### config.mk
export PLATFORM = sky130hd
export DESIGN_NAME = eth_tx_sched_flat
export DESIGN_NICKNAME = d
export VERILOG_FILES = /design/src/rtl/eth_tx_sched_if.sv /design/src/rtl/eth_tx_sched.sv /design/src/flat_wrapper.sv
export SDC_FILE = /design/constraint.sdc
export NUM_CORES = 1
export LEC_CHECK = 0
export ABC_CLOCK_PERIOD_IN_PS = 2510
export BUFFER_PORTS_ARGS = -buffer_cell sky130_fd_sc_hd__buf_2
export CORE_ASPECT_RATIO = 1.5
export CORE_MARGIN = 2
export CORE_UTILIZATION = 50
export CTS_CLUSTER_SIZE = 14
export DETAILED_ROUTE_END_ITERATION = 10
export PLACE_DENSITY_LB_ADDON = 0.12
export SYNTH_ARGS = -nofsm -noshare
export SYNTH_HDL_FRONTEND = slang
export SYNTH_SLANG_ARGS = --single-unit
### constraint.sdc
create_clock -name clk -period 2.51 [get_ports clk]
set_input_delay 0.3765 -clock clk [delete_from_list [all_inputs] [get_ports clk]]
set_output_delay 0.3765 -clock clk [all_outputs]
set_load 0.05 [all_outputs]
### src/rtl/eth_tx_sched_if.sv
// eth_tx_sched_if -- signal bundle for the two-requester Ethernet TX scheduler.
//   Requester side : a_/b_valid, a_/b_data, a_/b_last in; a_/b_ready back.
//   Serializer side: axiov/axiod byte stream, grant owner, busy, err pulse.
//   master: drives the requester inputs and observes everything else.
//   slave : the scheduler itself.
interface eth_tx_sched_if;
  logic       a_valid;
  logic [7:0] a_data;
  logic       a_last;
  logic       a_ready;
  logic       b_valid;
  logic [7:0] b_data;
  logic       b_last;
  logic       b_ready;
  logic       axiov;
  logic [7:0] axiod;
  logic [1:0] grant;
  logic       busy;
  logic       err;

  modport master (
    output a_valid, a_data, a_last, b_valid, b_data, b_last,
    input  a_ready, b_ready, axiov, axiod, grant, busy, err
  );

  modport slave (
    input  a_valid, a_data, a_last, b_valid, b_data, b_last,
    output a_ready, b_ready, axiov, axiod, grant, busy, err
  );
endinterface

### src/rtl/eth_tx_sched.sv
// eth_tx_sched -- round-robin frame scheduler feeding a dibit serializer.
// Each byte slot lasts 4 clk cycles (phase 0..3). A frame is PREAMBLE_BYTES of
// 0x55, one 0xD5, then payload pulled from the granted requester, followed by
// IFG_CYCLES idle cycles.
//   clk, rst : rising-edge clock, synchronous active-high reset
//   bus      : eth_tx_sched_if.slave (requester handshakes, axiov/axiod, grant,
//              busy, err)
//
// state | meaning
// IDLE  | no frame; waiting for a request
// PRE   | sending preamble bytes (0x55)
// SFD   | sending start-of-frame delimiter (0xD5)
// PAY   | sending payload bytes
// IFG   | inter-frame gap, axiov low, grant still held
module eth_tx_sched #(
  parameter int PREAMBLE_BYTES = 7,
  parameter int IFG_CYCLES     = 48,
  parameter int MAX_BYTES      = 1522
) (
  input logic           clk,
  input logic           rst,
  eth_tx_sched_if.slave bus
);

  localparam logic [2:0] S_IDLE = 3'd0;
  localparam logic [2:0] S_PRE  = 3'd1;
  localparam logic [2:0] S_SFD  = 3'd2;
  localparam logic [2:0] S_PAY  = 3'd3;
  localparam logic [2:0] S_IFG  = 3'd4;

  // One counter is shared: preamble down-count, payload up-count, IFG down-count.
  localparam int CW = $clog2(MAX_BYTES + PREAMBLE_BYTES + IFG_CYCLES + 1);
  localparam logic [CW-1:0] PRE_LAST = CW'(PREAMBLE_BYTES - 1);
  localparam logic [CW-1:0] IFG_LAST = CW'(IFG_CYCLES - 1);
  localparam logic [CW-1:0] MAX_CNT  = CW'(MAX_BYTES);
  localparam logic [CW-1:0] ONE      = CW'(1);

  logic [2:0]    state;
  logic [1:0]    phase;
  logic [CW-1:0] cnt;
  logic          last_done;
  logic          prio_b;
  logic          axiov_q;
  logic [7:0]    axiod_q;
  logic [1:0]    grant_q;
  logic          err_q;

  logic          sel_valid;
  logic          sel_last;
  logic [7:0]    sel_data;
  logic          slot_end;
  logic          at_max;
  logic          xfer_slot;

  always_comb begin
    sel_valid = grant_q[1] ? bus.b_valid : bus.a_valid;
    sel_data  = grant_q[1] ? bus.b_data  : bus.a_data;
    sel_last  = grant_q[1] ? bus.b_last  : bus.a_last;
    slot_end  = (phase == 2'd3);
    // Once MAX_BYTES are out, the last slot of that byte must not pull another.
    at_max    = (state == S_PAY) && (cnt == MAX_CNT);
    xfer_slot = ((state == S_SFD) || (state == S_PAY)) && slot_end &&
                !last_done && !at_max;
  end

  assign bus.a_ready = xfer_slot & grant_q[0];
  assign bus.b_ready = xfer_slot & grant_q[1];
  assign bus.axiov   = axiov_q;
  assign bus.axiod   = axiod_q;
  assign bus.grant   = grant_q;
  assign bus.busy    = (state != S_IDLE);
  assign bus.err     = err_q;

  always_ff @(posedge clk) begin
    if (rst) begin
      state     <= S_IDLE;
      phase     <= 2'd0;
      cnt       <= '0;
      last_done <= 1'b0;
      prio_b    <= 1'b0;
      axiov_q   <= 1'b0;
      axiod_q   <= 8'h00;
      grant_q   <= 2'b00;
      err_q     <= 1'b0;
    end else begin
      err_q <= 1'b0;
      case (state)
        S_IDLE: begin
          if (bus.a_valid || bus.b_valid) begin
            // prio_b set means B won't lose a tie: A was the last owner.
            if (bus.a_valid && (!bus.b_valid || !prio_b)) begin
              grant_q <= 2'b01;
              prio_b  <= 1'b1;
            end else begin
              grant_q <= 2'b10;
              prio_b  <= 1'b0;
            end
            state     <= S_PRE;
            phase     <= 2'd0;
            cnt       <= PRE_LAST;
            last_done <= 1'b0;
            axiov_q   <= 1'b1;
            axiod_q   <= 8'h55;
          end
        end
        S_PRE: begin
          phase <= phase + 2'd1;
          if (slot_end) begin
            if (cnt == '0) begin
              state   <= S_SFD;
              axiod_q <= 8'hD5;
            end else begin
              cnt <= cnt - ONE;
            end
          end
        end
        S_SFD, S_PAY: begin
          phase <= phase + 2'd1;
          if (slot_end) begin
            if (last_done) begin
              state   <= S_IFG;
              phase   <= 2'd0;
              cnt     <= IFG_LAST;
              axiov_q <= 1'b0;
            end else if (!at_max && sel_valid) begin
              // cnt is 0 on leaving SFD, so it becomes the payload byte count.
              state     <= S_PAY;
              cnt       <= cnt + ONE;
              axiod_q   <= sel_data;
              last_done <= sel_last;
            end else begin
              // underrun or overlength: abort, axiod keeps its last value
              state   <= S_IFG;
              phase   <= 2'd0;
              cnt     <= IFG_LAST;
              axiov_q <= 1'b0;
              err_q   <= 1'b1;
            end
          end
        end
        S_IFG: begin
          if (cnt == '0) begin
            state   <= S_IDLE;
            grant_q <= 2'b00;
          end else begin
            cnt <= cnt - ONE;
          end
        end
        default: state <= S_IDLE;
      endcase
    end
  end

endmodule

### src/flat_wrapper.sv
// flat-port wrapper written by rule: the top's interface ports become plain ports
module eth_tx_sched_flat 
#(
  parameter int PREAMBLE_BYTES = 7,
  parameter int IFG_CYCLES     = 48,
  parameter int MAX_BYTES      = 1522
)
  (clk, rst, bus_a_valid, bus_a_data, bus_a_last, bus_b_valid, bus_b_data, bus_b_last, bus_a_ready, bus_b_ready, bus_axiov, bus_axiod, bus_grant, bus_busy, bus_err);
  eth_tx_sched_if bus_i ();
  input logic clk;
  input logic rst;
  input wire logic [$bits(bus_i.a_valid)-1:0] bus_a_valid;
  input wire logic [$bits(bus_i.a_data)-1:0] bus_a_data;
  input wire logic [$bits(bus_i.a_last)-1:0] bus_a_last;
  input wire logic [$bits(bus_i.b_valid)-1:0] bus_b_valid;
  input wire logic [$bits(bus_i.b_data)-1:0] bus_b_data;
  input wire logic [$bits(bus_i.b_last)-1:0] bus_b_last;
  output wire logic [$bits(bus_i.a_ready)-1:0] bus_a_ready;
  output wire logic [$bits(bus_i.b_ready)-1:0] bus_b_ready;
  output wire logic [$bits(bus_i.axiov)-1:0] bus_axiov;
  output wire logic [$bits(bus_i.axiod)-1:0] bus_axiod;
  output wire logic [$bits(bus_i.grant)-1:0] bus_grant;
  output wire logic [$bits(bus_i.busy)-1:0] bus_busy;
  output wire logic [$bits(bus_i.err)-1:0] bus_err;
  assign bus_i.a_valid = bus_a_valid;
  assign bus_i.a_data = bus_a_data;
  assign bus_i.a_last = bus_a_last;
  assign bus_i.b_valid = bus_b_valid;
  assign bus_i.b_data = bus_b_data;
  assign bus_i.b_last = bus_b_last;
  assign bus_a_ready = bus_i.a_ready;
  assign bus_b_ready = bus_i.b_ready;
  assign bus_axiov = bus_i.axiov;
  assign bus_axiod = bus_i.axiod;
  assign bus_grant = bus_i.grant;
  assign bus_busy = bus_i.busy;
  assign bus_err = bus_i.err;
  eth_tx_sched #(.PREAMBLE_BYTES(PREAMBLE_BYTES), .IFG_CYCLES(IFG_CYCLES), .MAX_BYTES(MAX_BYTES)) u_core (.clk(clk), .rst(rst), .bus(bus_i));
endmodule
==> flow_summary.yaml <==
outcome:
  outcome: "finished, final reports clean"
synthesis:
  synth_edf_count: 0
  ys.warnings.count: 0
  synth-seq-cells: 30
  syn-cell-area_um2: 2010
  synth_cell_type_count: 60
  syn-num-nets: 267
  ys.flop_type: "dfxtp_1"
  synthArstFlopShare_pct: 0
  avgSynthCellArea_um2: 8.38
  syn_inst: 240
  synth.yosys.seq_area_share_pct: 29.9
detailed_routing:
  finalWirelength_um: 5600
  vias_per_cell: 6.24
  firstDrtPassIters: 4
  wl_per_cell_um: 16.7
  remaining_drc_errors: 0
  dr.first_iter.drc_count: 101
  ant_nets: 0
  vias: 2092
final_layout:
  syn_to_final_growth_pct: 21.1
  final_core_util_pct: 62.6
  insertedDiodeCount: 0
  multiInputGateArea_um2: 1320
  drive_gt1_share_pct: 30.0
  regArea_um2: 604
  n_fill_cell: 377
  final_cell_mix: "buf_2, dfxtp_1, buf_4"
  fin_nets: 318
  final_common_cell: "buf_2"
timing:
  grt_setup_unrepaired: "false"
  fin_skew_ps: 5.93
  hold_viol: 0
  worst_slack_ps: 94.1
  period_minus_slack_ps: 2420
  tightest_slew_ps: 520
  fin_crit_sh_pct: 96.3
  clock.fmax_mhz: 414
  setup_violations: 0
  drv_slew: 0
  relSlewSlack_pct: 64.4
  setup-tns-final_ps: 0
placement:
  dpl_worst_slack_ps: 132
  port_buffers: 36
  gp_congestion: 0.915
  hpwl_um: 4210
pwr:
  power_density_nw_per_um2: 1210
  p_leak_nw: 0.983
  ir_drop_v: 0.000719
worst_setup_path:
  crit_slowest_cell: "or4b_4"
  startpoint_type: "register"
  cpPeakStageDelay_ps: 480
  worstPathRequired_ps: 2680
  cp_cell_sequence: "inv_1 > ha_1 > or4b_4 > or3_4 > a211oi_4 > buf_4 > nand2_4 > mux2_4"
  worstSetupPathType: "register to register"
  worstSetupEndpointType: "register"
  path_max_fanout: 5
  arrival_ps: 2580
flow_run:
  cap_violations: 0
floorplanning:
  core_um2: 3890
  initial_utilization_pct: 51.7
  die_h_um: 81.7
  design.die.area_um2: 4550
  die-width_um: 55.8
  rows: 28
  io_pins: 37
min_path:
  hold_path.class: "primary input to register"
grt:
  grt_pass1_vias: 1980
  grt_max_degree: 23
  antenna_found_initial: 0
  grt_usage_pct: 25.5
  grt_pass1_wl_um: 9280
  grt.overflow.total: 0
clock_network:
  clk_pin_slew_worst_paths_ps: 70
  clock_sinks: 30
  clock_latency_ps: 280
  cts_made_buffers: 5
  cts.path.max_buffers: 2
  cts_root_buf: "clkbuf_8"
  hold_buffers: 0
  cts_max_level: 2
  cts_tree: "built"
## path summary, 6_finish.rpt
kind	slack [ps]	endpoint	start	depth (start not counted)
hold reg to reg	460	u_core.bus.axiod[1]	u_core.bus.axiod[1]	2
setup / recovery	90	u_core.bus.axiod[7]	u_core.cnt[0]	8
setup reg to reg	90	u_core.bus.axiod[7]	u_core.cnt[0]	8
hold / removal	370	u_core.prio_b	bus_b_valid	2
## synthesized netlist by cell type, types with 3 or more instances
cell type  instances  area, µm²
o21ai_0            7       35.0
a21oi_1           19       95.1
nand3_1            7       35.0
nor3b_1            3       22.5
inv_1              6       22.5
a32o_1             3       30.0
mux2i_1           11        110
nand2b_1           3       18.8
nand2_1           21       78.8
mux2_2             5       56.3
dfxtp_1           30        601
and2_1             3       18.8
a211oi_1           7       52.6
or3_1              6       37.5
o2bb2ai_1          4       35.0
nor3_1            16       80.1
ha_1               5       62.6
xnor2_1            5       43.8
nor2b_1            3       18.8
clkbuf_1           9       33.8
nor2_1            13       48.8
or2_2              3       18.8
a221oi_1           3       26.3
## sequential cells by signal, indices dropped and copies added, names as in the netlist
name and flops:
u_core.bus.grant 2, u_core.bus.axiod 8, u_core.last_done 1, u_core.prio_b 1
u_core.phase 2, u_core.cnt 11, u_core.bus.axiov 1, u_core.bus.err 1
u_core.state 3
## routing by layer
metal  share of wire, %  GRT usage (%)
met1                 39           28.7
met2                 53           47.5
met3                5.0           4.72
met4                2.7           9.76
met5                  0              0
## through the flow
stage / std cells / total power [mW] / cell area [µm²] / hold WS [ps]
final: 335 / 2.95 / 2430 / 365
after global routing: 335 / 3.14 / 2430 / 412
after CTS: 334 / 2.91 / 2420 / 366
after detailed placement: 328 / 2.52 / 2340 / 455
after global placement: 328 / 2.51 / 2340 / 454
after floorplan: 240 / 2.04 / 2010 / 443
## power by group
group          leakage (nW)  internal (mW)  switching (mW)
combinational         0.693          0.754            1.08
sequential            0.247          0.610           0.120
clock                0.0431          0.211           0.177
total                 0.983           1.58            1.37
## worst max-delay path: cells and delay by family (launching register included)
kind / cells / cell delay [ps]
AND/OR/NAND/NOR: 3 / 1000
AO/OA/AOI/OAI: 1 / 290
multiplexers: 1 / 310
flip-flops: 1 / 340
adder cells (fa/ha/maj): 1 / 130
buffers and inverters: 2 / 250
## cells by family after synthesis
group / Yosys count / share of synthesized area [%]
DFF: 30 / 29.9
muxes: 17 / 9.02
AOI/OAI and AO/OA: 70 / 25.5
buffers and inverters: 20 / 4.54
and+or+nand+nor: 93 / 25.8
adders and majority gates: 5 / 3.11
xor gates and xnor gates: 5 / 2.18
## what timing repair did
action / 4_1_cts / 5_1_grt
buffers inserted: 0 / 1
endpoints found under the setup margin: 0 / 5
resized for setup: 0 / 6
hold endpoints to repair: 0 / 0
## layout make-up
class	instances	area share, %
Clock buffer	6	3.39
Inverter	6	0.925
Multi-Input combinational cell	190	54.2
Sequential cell	30	24.8
Tap cell	45	2.31
Timing Repair Buffer	58	14.4
Power figures use the tool's default switching activity.
